`config.mk`:
```
export PLATFORM = sky130hd
export DESIGN_NAME = button_event_gen
export DESIGN_NICKNAME = d
export VERILOG_FILES = /design/src/rtl/button_event_gen.sv
export SDC_FILE = /design/constraint.sdc
export NUM_CORES = 1
export LEC_CHECK = 0
export ABC_AREA = 0
export CAP_MARGIN = 20
export CORE_UTILIZATION = 60
export DETAILED_ROUTE_END_ITERATION = 7
export PLACE_DENSITY = 0.87
export RECOVER_POWER = 100
export SLEW_MARGIN = 15
export SYNTH_ARGS = -nofsm -noshare
export SYNTH_HDL_FRONTEND = slang
export SYNTH_SLANG_ARGS = --single-unit
```
`constraint.sdc`:
```
create_clock -name clk -period 3.2 [get_ports clk]
set_input_delay 0.32 -clock clk [delete_from_list [all_inputs] [get_ports clk]]
set_output_delay 0.32 -clock clk [all_outputs]
set_load 0.05 [all_outputs]
```
`src/rtl/button_event_gen.sv`:
```
// Turns one debounced button level into single-cycle press / short / long / repeat / release
// events plus a held level; every output is registered.
module button_event_gen #(
    parameter int unsigned CNT_W         = 16,
    parameter int unsigned LONG_CYCLES   = 1000,
    parameter int unsigned REPEAT_CYCLES = 250
) (
    input  logic clk,
    input  logic rst,
    input  logic btn_level,
    output logic press_pulse,
    output logic short_pulse,
    output logic long_pulse,
    output logic repeat_pulse,
    output logic release_pulse,
    output logic held
);

    typedef enum logic [1:0] {
        IDLE  = 2'd0,
        PRESS = 2'd1,
        HOLD  = 2'd2
    } state_t;

    localparam logic [CNT_W-1:0] LONG_LAST   = CNT_W'(LONG_CYCLES - 1);
    localparam logic [CNT_W-1:0] REPEAT_LAST = CNT_W'(REPEAT_CYCLES - 1);

    state_t           state, state_nxt;
    logic [CNT_W-1:0] cnt, cnt_nxt;
    logic             press_nxt, short_nxt, long_nxt, repeat_nxt, release_nxt, held_nxt;

    always_ff @(posedge clk or posedge rst) begin
        if (rst) begin
            state         <= IDLE;
            cnt           <= '0;
            press_pulse   <= 1'b0;
            short_pulse   <= 1'b0;
            long_pulse    <= 1'b0;
            repeat_pulse  <= 1'b0;
            release_pulse <= 1'b0;
            held          <= 1'b0;
        end else begin
            state         <= state_nxt;
            cnt           <= cnt_nxt;
            press_pulse   <= press_nxt;
            short_pulse   <= short_nxt;
            long_pulse    <= long_nxt;
            repeat_pulse  <= repeat_nxt;
            release_pulse <= release_nxt;
            held          <= held_nxt;
        end
    end

    // Release is tested before the thresholds so a drop on a threshold cycle suppresses the pulse.
    always_comb begin
        state_nxt = state;
        cnt_nxt   = cnt;
        case (state)
            IDLE: begin
                cnt_nxt = '0;
                if (btn_level) state_nxt = PRESS;
            end
            PRESS: begin
                if (!btn_level) begin
                    state_nxt = IDLE;
                    cnt_nxt   = '0;
                end else if (cnt == LONG_LAST) begin
                    state_nxt = HOLD;
                    cnt_nxt   = '0;
                end else begin
                    cnt_nxt = cnt + 1'b1;
                end
            end
            HOLD: begin
                if (!btn_level) begin
                    state_nxt = IDLE;
                    cnt_nxt   = '0;
                end else if (cnt == REPEAT_LAST) begin
                    cnt_nxt = '0;
                end else begin
                    cnt_nxt = cnt + 1'b1;
                end
            end
            default: begin
                state_nxt = IDLE;
                cnt_nxt   = '0;
            end
        endcase
    end

    always_comb begin
        press_nxt   = 1'b0;
        short_nxt   = 1'b0;
        long_nxt    = 1'b0;
        repeat_nxt  = 1'b0;
        release_nxt = 1'b0;
        held_nxt    = (state_nxt != IDLE);
        case (state)
            IDLE:  press_nxt = btn_level;
            PRESS: begin
                short_nxt   = !btn_level;
                release_nxt = !btn_level;
                long_nxt    = btn_level && (cnt == LONG_LAST);
            end
            HOLD: begin
                release_nxt = !btn_level;
                repeat_nxt  = btn_level && (cnt == REPEAT_LAST);
            end
            default: ;
        endcase
    end

endmodule

```
; ---- Word level (Yosys, flattened, before mapping)
; Cells that the tools add are included.
[word_totals]
register_bits = 24
in_bits = 3
[classes]
muxes = 15
reduce_logical = 6
addsub = 1
eq_ne = 4
[op_table]
columns = operator, n
row1 = 16-bit two-way mux, 4
row2 = 16-bit one-hot mux with 2 select lines, 1
row3 = "16-bit by 1-bit adder with 16-bit output, second input constant", 1
row4 = "16-bit by 10-bit == test with 1-bit output, second input constant", 1
row5 = "16-bit by 8-bit == test with 1-bit output, second input constant", 1
row6 = 2-bit two-way mux, 4
row7 = 2-bit one-hot mux with 3 select lines, 1
row8 = 1-bit two-way mux, 5
row9 = "2-bit by 1-bit == test with 1-bit output, second input constant", 1
row10 = "2-bit == test, second input constant", 1
row11 = 1-bit logical AND, 2
row12 = 2-bit zero test, 1
row13 = 2-bit nonzero test, 1
row14 = 2-bit OR reduction, 1
row15 = 1-bit zero test, 1

; ---- Logic depth before layout (Yosys ltp)
; Gate-level depths: netlist of run 1.
[depth]
depth_word = 5
mapped_depth = 7
mapped_depth_nobuf = 6

; ---- Worst setup path after synthesis of run 1
; No wires, ideal clock.
[synth_timing]
path_type = reg-to-reg
start = reg cnt[3]
end = reg cnt[11]
path_stages_with_launch = 6
setup_time_ps = 125
setup_slack_ps = 1359
arrival_ps = 1716
n_path_buf = 1
cell_sequence = dfrtp_1 > or3b_1 > nand4bb_1 > a21boi_1 > buf_2 > nor3_1
[synth_via]
elab_chain_len = 4
elab_cells_between_ends = 8
[synth_rtl]
columns = item, line_no
row1 = from (decl), 29  ; logic [CNT_W-1:0] cnt, cnt_nxt;
row2 = from (signal assigned), 44  ; cnt <= cnt_nxt;
row3 = "16-bit by 1-bit adder with 16-bit output, or another cell as far along", "71, 81"
row4 = "16-bit two-way mux, on equally long branches", "78, 67"
row5 = "16-bit two-way mux, on equally long branches", "75, 64"
row6 = 16-bit one-hot mux with 2 select lines (*), 58  ; case (state)
row7 = named net cnt_nxt[11], 29
; Mark *: on every way through the listed nets, which the timed path passes. The rest lies on a longest branch.

; ---- Worst setup path after layout of run 1
[layout_timing]
start = reg cnt[0]
end = reg cnt[9]
; Same word-level chain as after synthesis.

==> metrics, run 1 <==
setup TNS 0 ns; Clock Path Buffers 2; max incr delay on CP 0.57 ns; Post-DP HPWL 1540 um; footprint of the multi-input gates 587 um^2; root buffer cell clkbuf_4; crit path kind flop to flop; Ys Warns 0; Clock Power Share 20.0%; vias per cell 6.02; Clock Skew 0.00101 ns; via count 933; fin crit period 2.28 ns; layout cells sized above 1 4.62%; TritonCTS Buffers 3; CP Capture Type flop; register area 601 um^2; Fillers 126; Die Width 47.2 um; slew margin rel. 42.2%; Area Overhead vs Synth 11.5%; number of max-cap violations 0; initial antenna violation count 0; Max Slew Vio Count 0; first-pass GRT wire length 3570 um; Setup WS post-layout 0.916 ns; Final nets 140; critical path data required time 3.38 ns; num ports 9; Final GP Congestion 0.899; die area 2230 um^2; post-synthesis cell count 119; CP cell instances ha_1 > nor4bb_1 > nand4bb_1 > a21boi_0 > clkbuf_1 > nor3_1; Avg Cell Area, Syn 10.3 um^2; ANT nets after route 0; CP Max Fanout 16; DR pass1 iterations 4; worst hold-check path type flop to flop; H-tree levels 1; status finished, final reports clean; WL final 2150 um; sw power 0.292 mW; Remaining DRCs 0; measured slew at the worst slew-check pin 0.866 ns; final setup vio count 0; mapped cell area 1230 um^2; wire per inst 13.9 um; Sw Share 37.2%; Peak VDD IR 390 uV; # diodes 0; largest net degree at the start of global routing 25; slowest stage cell, crit path clkbuf_1; cts hold-fix bufs 0; GRT overflow 0; First DRT Iteration DRCs 23; Pwr per Cell Area 572 nW/um^2; Pleak 0.566 nW; IO buf count 8; Placement Setup Slack 1.24 ns; Initial Util 67.4%; share of the clock period used by the worst path 71.4%; setup repair bufs after CTS 0; combinational share of power 35.0%; Die H 47.2 um; Tot GR Track Use 23.1%; worst skew pair latency 0.31 ns; Core ar. 1820 um^2; post-cts sizing count 0; CTS tree built; Sink Count 24; Seq/Total Area, Yosys 48.9%; FMAX 438 MHz; FP Rows 15; Critical Path Start Type flop; RSZ-0062 raised after global routing no; final hold viol count 0; Worst Path Arrival 2.46 ns; Mapped Nets 128; Cell variety after synth 34; cell-internal power 0.492 mW; clk slew on worst S/H paths 0.12 ns; vias in the first global route 845; sequential power share 45.0%; post-synthesis register bit count 24
## registers in the layout, summed over array words and instances (netlist names)
name and count:
cnt 16, held 1, long_pulse 1, press_pulse 1, release_pulse 1, repeat_pulse 1, short_pulse 1, state 2
## cells in the mapped netlist
cell       number  area, um^2
o221ai_1        1        8.76
nand2b_1        1        6.26
o21ai_0         4        20.0
nand3_1         6        30.0
a21o_1          1        7.51
or3_1           4        25.0
inv_1           6        22.5
or4_1           1        7.51
or4b_4          1        13.8
buf_4           1        7.51
o21a_1          1        7.51
and2_1          2        12.5
a31oi_1         1        6.26
a21oi_1         2        10.0
or3b_1          1        8.76
o311a_1         1        10.0
nand2_1         5        18.8
ha_1            6        75.1
nor2b_1         2        12.5
nand4_1         3        18.8
nor4_1          1        6.26
a21boi_1        1        7.51
a22o_1          1        8.76
nor4b_1         1        8.76
a211oi_1        4        30.0
nor2_1          5        18.8
xor2_1          4        35.0
and3_1          3        18.8
nor3_1         14        70.1
nand4bb_1       1        11.3
dfrtp_1        24         601
buf_2           2        10.0
xnor2_1         6        52.6
nor4bb_1        2        20.0
## final timing paths
| kind | from | end | slack (ns) | cells past startpoint |
|---|---|---|---|---|
| max | cnt[0] | cnt[9] | 0.92 | 6 |
| min | cnt[0] | cnt[0] | 0.52 | 1 |
| max reg2reg | cnt[0] | cnt[9] | 0.92 | 6 |
| min reg2reg | cnt[0] | cnt[0] | 0.52 | 1 |
| max in group asynchronous | rst | cnt[9] | 2.06 | 2 |
| min in group asynchronous | rst | cnt[15] | 0.61 | 2 |
## layout by cell type (no fill, tap or decap)
cell type,n
a211oi_1,4
a21boi_0,1
a21o_1,1
a21oi_1,2
a22o_1,1
a31oi_1,1
and2_1,2
and3_1,3
buf_4,1
clkbuf_1,1
clkbuf_4,3
clkbuf_8,1
clkdlybuf4s50_1,1
dfrtp_1,24
dlygate4sd3_1,7
ha_1,6
inv_1,6
nand2_1,5
nand2b_1,1
nand3_1,6
nand4_1,3
nand4bb_1,1
nor2_1,5
nor2b_1,2
nor3_1,14
nor4_1,1
nor4b_1,1
nor4bb_1,2
o21a_1,1
o21ai_0,4
o221ai_1,1
o311a_1,1
or3_1,4
or3b_1,1
or4_1,1
or4b_4,1
xnor2_1,6
xor2_1,4
## per-stage QoR
stage               instance area (um^2)  utilization [%]  cells  power [mW]  hold WS [ns]
finish                              1370             75.2    155       0.784         0.521
global route                        1370             75.2    155       0.830         0.545
CTS                                 1370             75.4    155       0.797         0.510
detailed placement                  1340             73.4    151       0.644         0.499
global placement                    1340             73.4    151       0.634         0.476
floorplan                           1230                -    119       0.556         0.335
## power groups by stage
stage               clock, mW  combinational [mW]  sequential [mW]
floorplan                   0               0.138            0.418
global route            0.172               0.300            0.357
global placement            0               0.277            0.357
CTS                     0.158               0.285            0.354
detailed placement          0               0.284            0.360
finish                  0.157               0.274            0.353
## cell type report
class / count / area share, %
sequential: 24 / 43.9
multi-input combinational: 86 / 42.9
timing repair buffer: 10 / 6.67
inverter: 6 / 1.65
tap: 25 / 2.29
clock buffer: 4 / 2.65
## cells by family (layout without fill, tap and decap cells)
| group | Yosys count | count (layout) | share of synthesized area [%] |
|---|---|---|---|
| simple gates | 53 | 53 | 25.1 |
| buf+inv | 9 | 20 | 3.26 |
| fa+ha+maj | 6 | 6 | 6.12 |
| xor+xnor | 10 | 10 | 7.14 |
| flops | 24 | 24 | 48.9 |
| compound gates | 17 | 17 | 9.48 |
## per-layer routing
layer | track usage, % | wire (um)
met1 | 29.1 | 1020
met2 | 36.7 | 1020
met3 | 5.77 | 74
met4 | 11.4 | 36
met5 | 0 | 0
## worst max-delay path: cells and delay by family, from the launching register on
| kind | cells | cell delay [ns] |
|---|---|---|
| AO/OA/AOI/OAI | 1 | 0.23 |
| adder cells (fa/ha/maj) | 1 | 0.25 |
| flip-flops | 1 | 0.42 |
| AND/OR/NAND/NOR | 3 | 0.68 |
| buffers and inverters | 1 | 0.57 |
(Power assumes the default switching activity.)
==> run 2: changes to the inputs <==
Settings changed: CORE_UTILIZATION 60 to 56, PLACE_DENSITY 0.87 to 0.83.
Clock period 3.2 ns to 2.2 ns, I/O delays scaled along.
==> run 2 against run 1 <==
Clock power is 100% higher. Critical path type unchanged. Via count stayed put. Critical endpoint is now cnt[12]. Flip-flop and latch count stayed put. Wire length is 1.6% higher. Largest power group unchanged. Non-clock buffer count is 2 higher. Setup slack worse by 0.75 ns. Sequential power is 45% higher. Global-route usage is 2.2 points lower. Fmax is 12% higher. Final cell count is 2.6% higher.
==> metrics, run 2 (same netlist as run 1, synthesis figures left out) <==
FMAX 492 MHz; CTS tree built; FP Rows 16; worst hold-check path type flop to flop; first-pass GRT wire length 3820 um; Tot GR Track Use 20.9%; WL final 2180 um; First DRT Iteration DRCs 19; Worst Reg2Reg Path Length in Cells 5; layout cells sized above 1 6.06%; share of the clock period used by the worst path 92.3%; Critical R2R Capture cnt[12]; status finished, final reports clean; DR pass1 iterations 4; setup TNS 0 ns; worst skew pair latency 0.32 ns; critical path data required time 2.43 ns; cts hold-fix bufs 0; commonest non-fill, non-tap cell in the layout dfrtp_1; Clock Path Buffers 2; max reg flops 16; hold path depth 1; wire per inst 13.7 um; Worst Path Arrival 2.27 ns; vias per cell 5.87; Max Slew Vio Count 0; Pleak 0.581 nW; Area Overhead vs Synth 14.1%; post-cts sizing count 0; Critical Path Start Type flop; Final GP Congestion 0.859; die area 2380 um^2; Pwr per Cell Area 892 nW/um^2; Hold Path Sink cnt[0]; final core occ 69.9%; num ports 9; Peak VDD IR 644 uV; Fillers 148; top flop regs cnt x16, state x2; most frequent cells in the layout 24 x dfrtp_1, 14 x nor3_1, 7 x dlygate4sd3_1; GRT overflow 0; root buffer cell clkbuf_4; hold_sp cnt[0]; Clock Skew 0.00863 ns; final hold viol count 0; # diodes 0; via count 933; crit path kind flop to flop; initial antenna violation count 0; Post-DP HPWL 1570 um; Min Hold Slack 0.518 ns; CP Capture Type flop; vias in the first global route 911; register-to-register setup slack 0.17 ns; slew margin rel. 20.2%; TritonCTS Buffers 3; setup repair bufs after CTS 0; fin crit period 2.03 ns; Final nets 142; Crit Reg-Reg Startpoint cnt[0]; Die H 48.8 um; IO buf count 8; number of max-cap violations 0; Die Width 48.8 um; largest net degree at the start of global routing 25; Largest Register cnt; Initial Util 61.3%; final setup vio count 0; measured slew at the worst slew-check pin 1.20 ns; clk slew on worst S/H paths 0.13 ns; Sink Count 24; ANT nets after route 0; CP Max Fanout 5; H-tree levels 1; RSZ-0062 raised after global routing no; Core ar. 2000 um^2; Remaining DRCs 0
## run 2: cell types whose count changed in the layout (fill, tap and decap cells not counted), sizes merged
cell / previous run / this run
buf: 1 / 2
bufinv: 0 / 1
## run 2: power by group
group,switching [mW],internal (mW),total (mW),leakage (nW)
clock,0.133,0.184,0.318,0.0279
combinational,0.274,0.146,0.420,0.226
sequential,0.0281,0.484,0.512,0.327
total,0.436,0.814,1.25,0.581
## run 2: area by class of cell
type                    instances  area [um^2]  area share (%)
well taps                      27         33.8            2.41
multi-input cells              86          587            41.9
clock inverters                 1         30.0            2.14
repair buffers                 12          104            7.42
flip-flops and latches         24          601            42.9
clock buffers                   3         22.5            1.61
inverters                       6         22.5            1.61
## run 2: worst max-delay path, cell delays in order (launching register included)
cell	delay, ns
dfrtp_1	0.42
ha_1	0.24
nand2_1	0.15
or4_1	0.58
or3_1	0.33
a211oi_1	0.23
## run 2: through the flow
| step | area, um^2 | std cells | power [mW] | setup WS [ns] |
|---|---|---|---|---|
| finish | 1400 | 159 | 1.25 | 0.169 |
| floorplan | 1230 | 119 | 0.809 | 0.359 |
| CTS | 1410 | 159 | 1.26 | 0.182 |
| detailed placement | 1350 | 155 | 0.952 | 0.215 |
| global route | 1400 | 159 | 1.31 | 0.0218 |
| global placement | 1350 | 155 | 0.939 | 0.318 |
## run 2: layer usage
layer	part of all wire, %	up-vias	GRT usage (%)
met5	0	-	0
met4	1.6	0	8.33
li1	-	454	-
met1	47	459	25.4
met2	49	15	37.3
met3	2.2	5	2.80
## run 2: how the worst max path moves through the flow
stage | end | slack, ns | depth (start not counted) | startpoint
2_1_floorplan | cnt[11] | 0.36 | 5 | cnt[3]
3_3_place_gp | cnt[12] | 0.32 | 5 | cnt[0]
3_5_place_dp | cnt[12] | 0.21 | 5 | cnt[0]
4_1_cts | cnt[12] | 0.18 | 5 | cnt[0]
5_1_grt | cnt[12] | 0.02 | 5 | cnt[0]
6_report | cnt[12] | 0.17 | 5 | cnt[0]
==> run 3: changes to the inputs <==
Settings changed: MAX_ROUTING_LAYER from default to met4.
==> results of run 3 <==
Final layout, timing and power as in run 2 (identical DEF).
Among the figures that moved: final weighted congestion in routability-driven placement 0.859 -> 0.872; overall routing resource usage 20.9% -> 21.5%
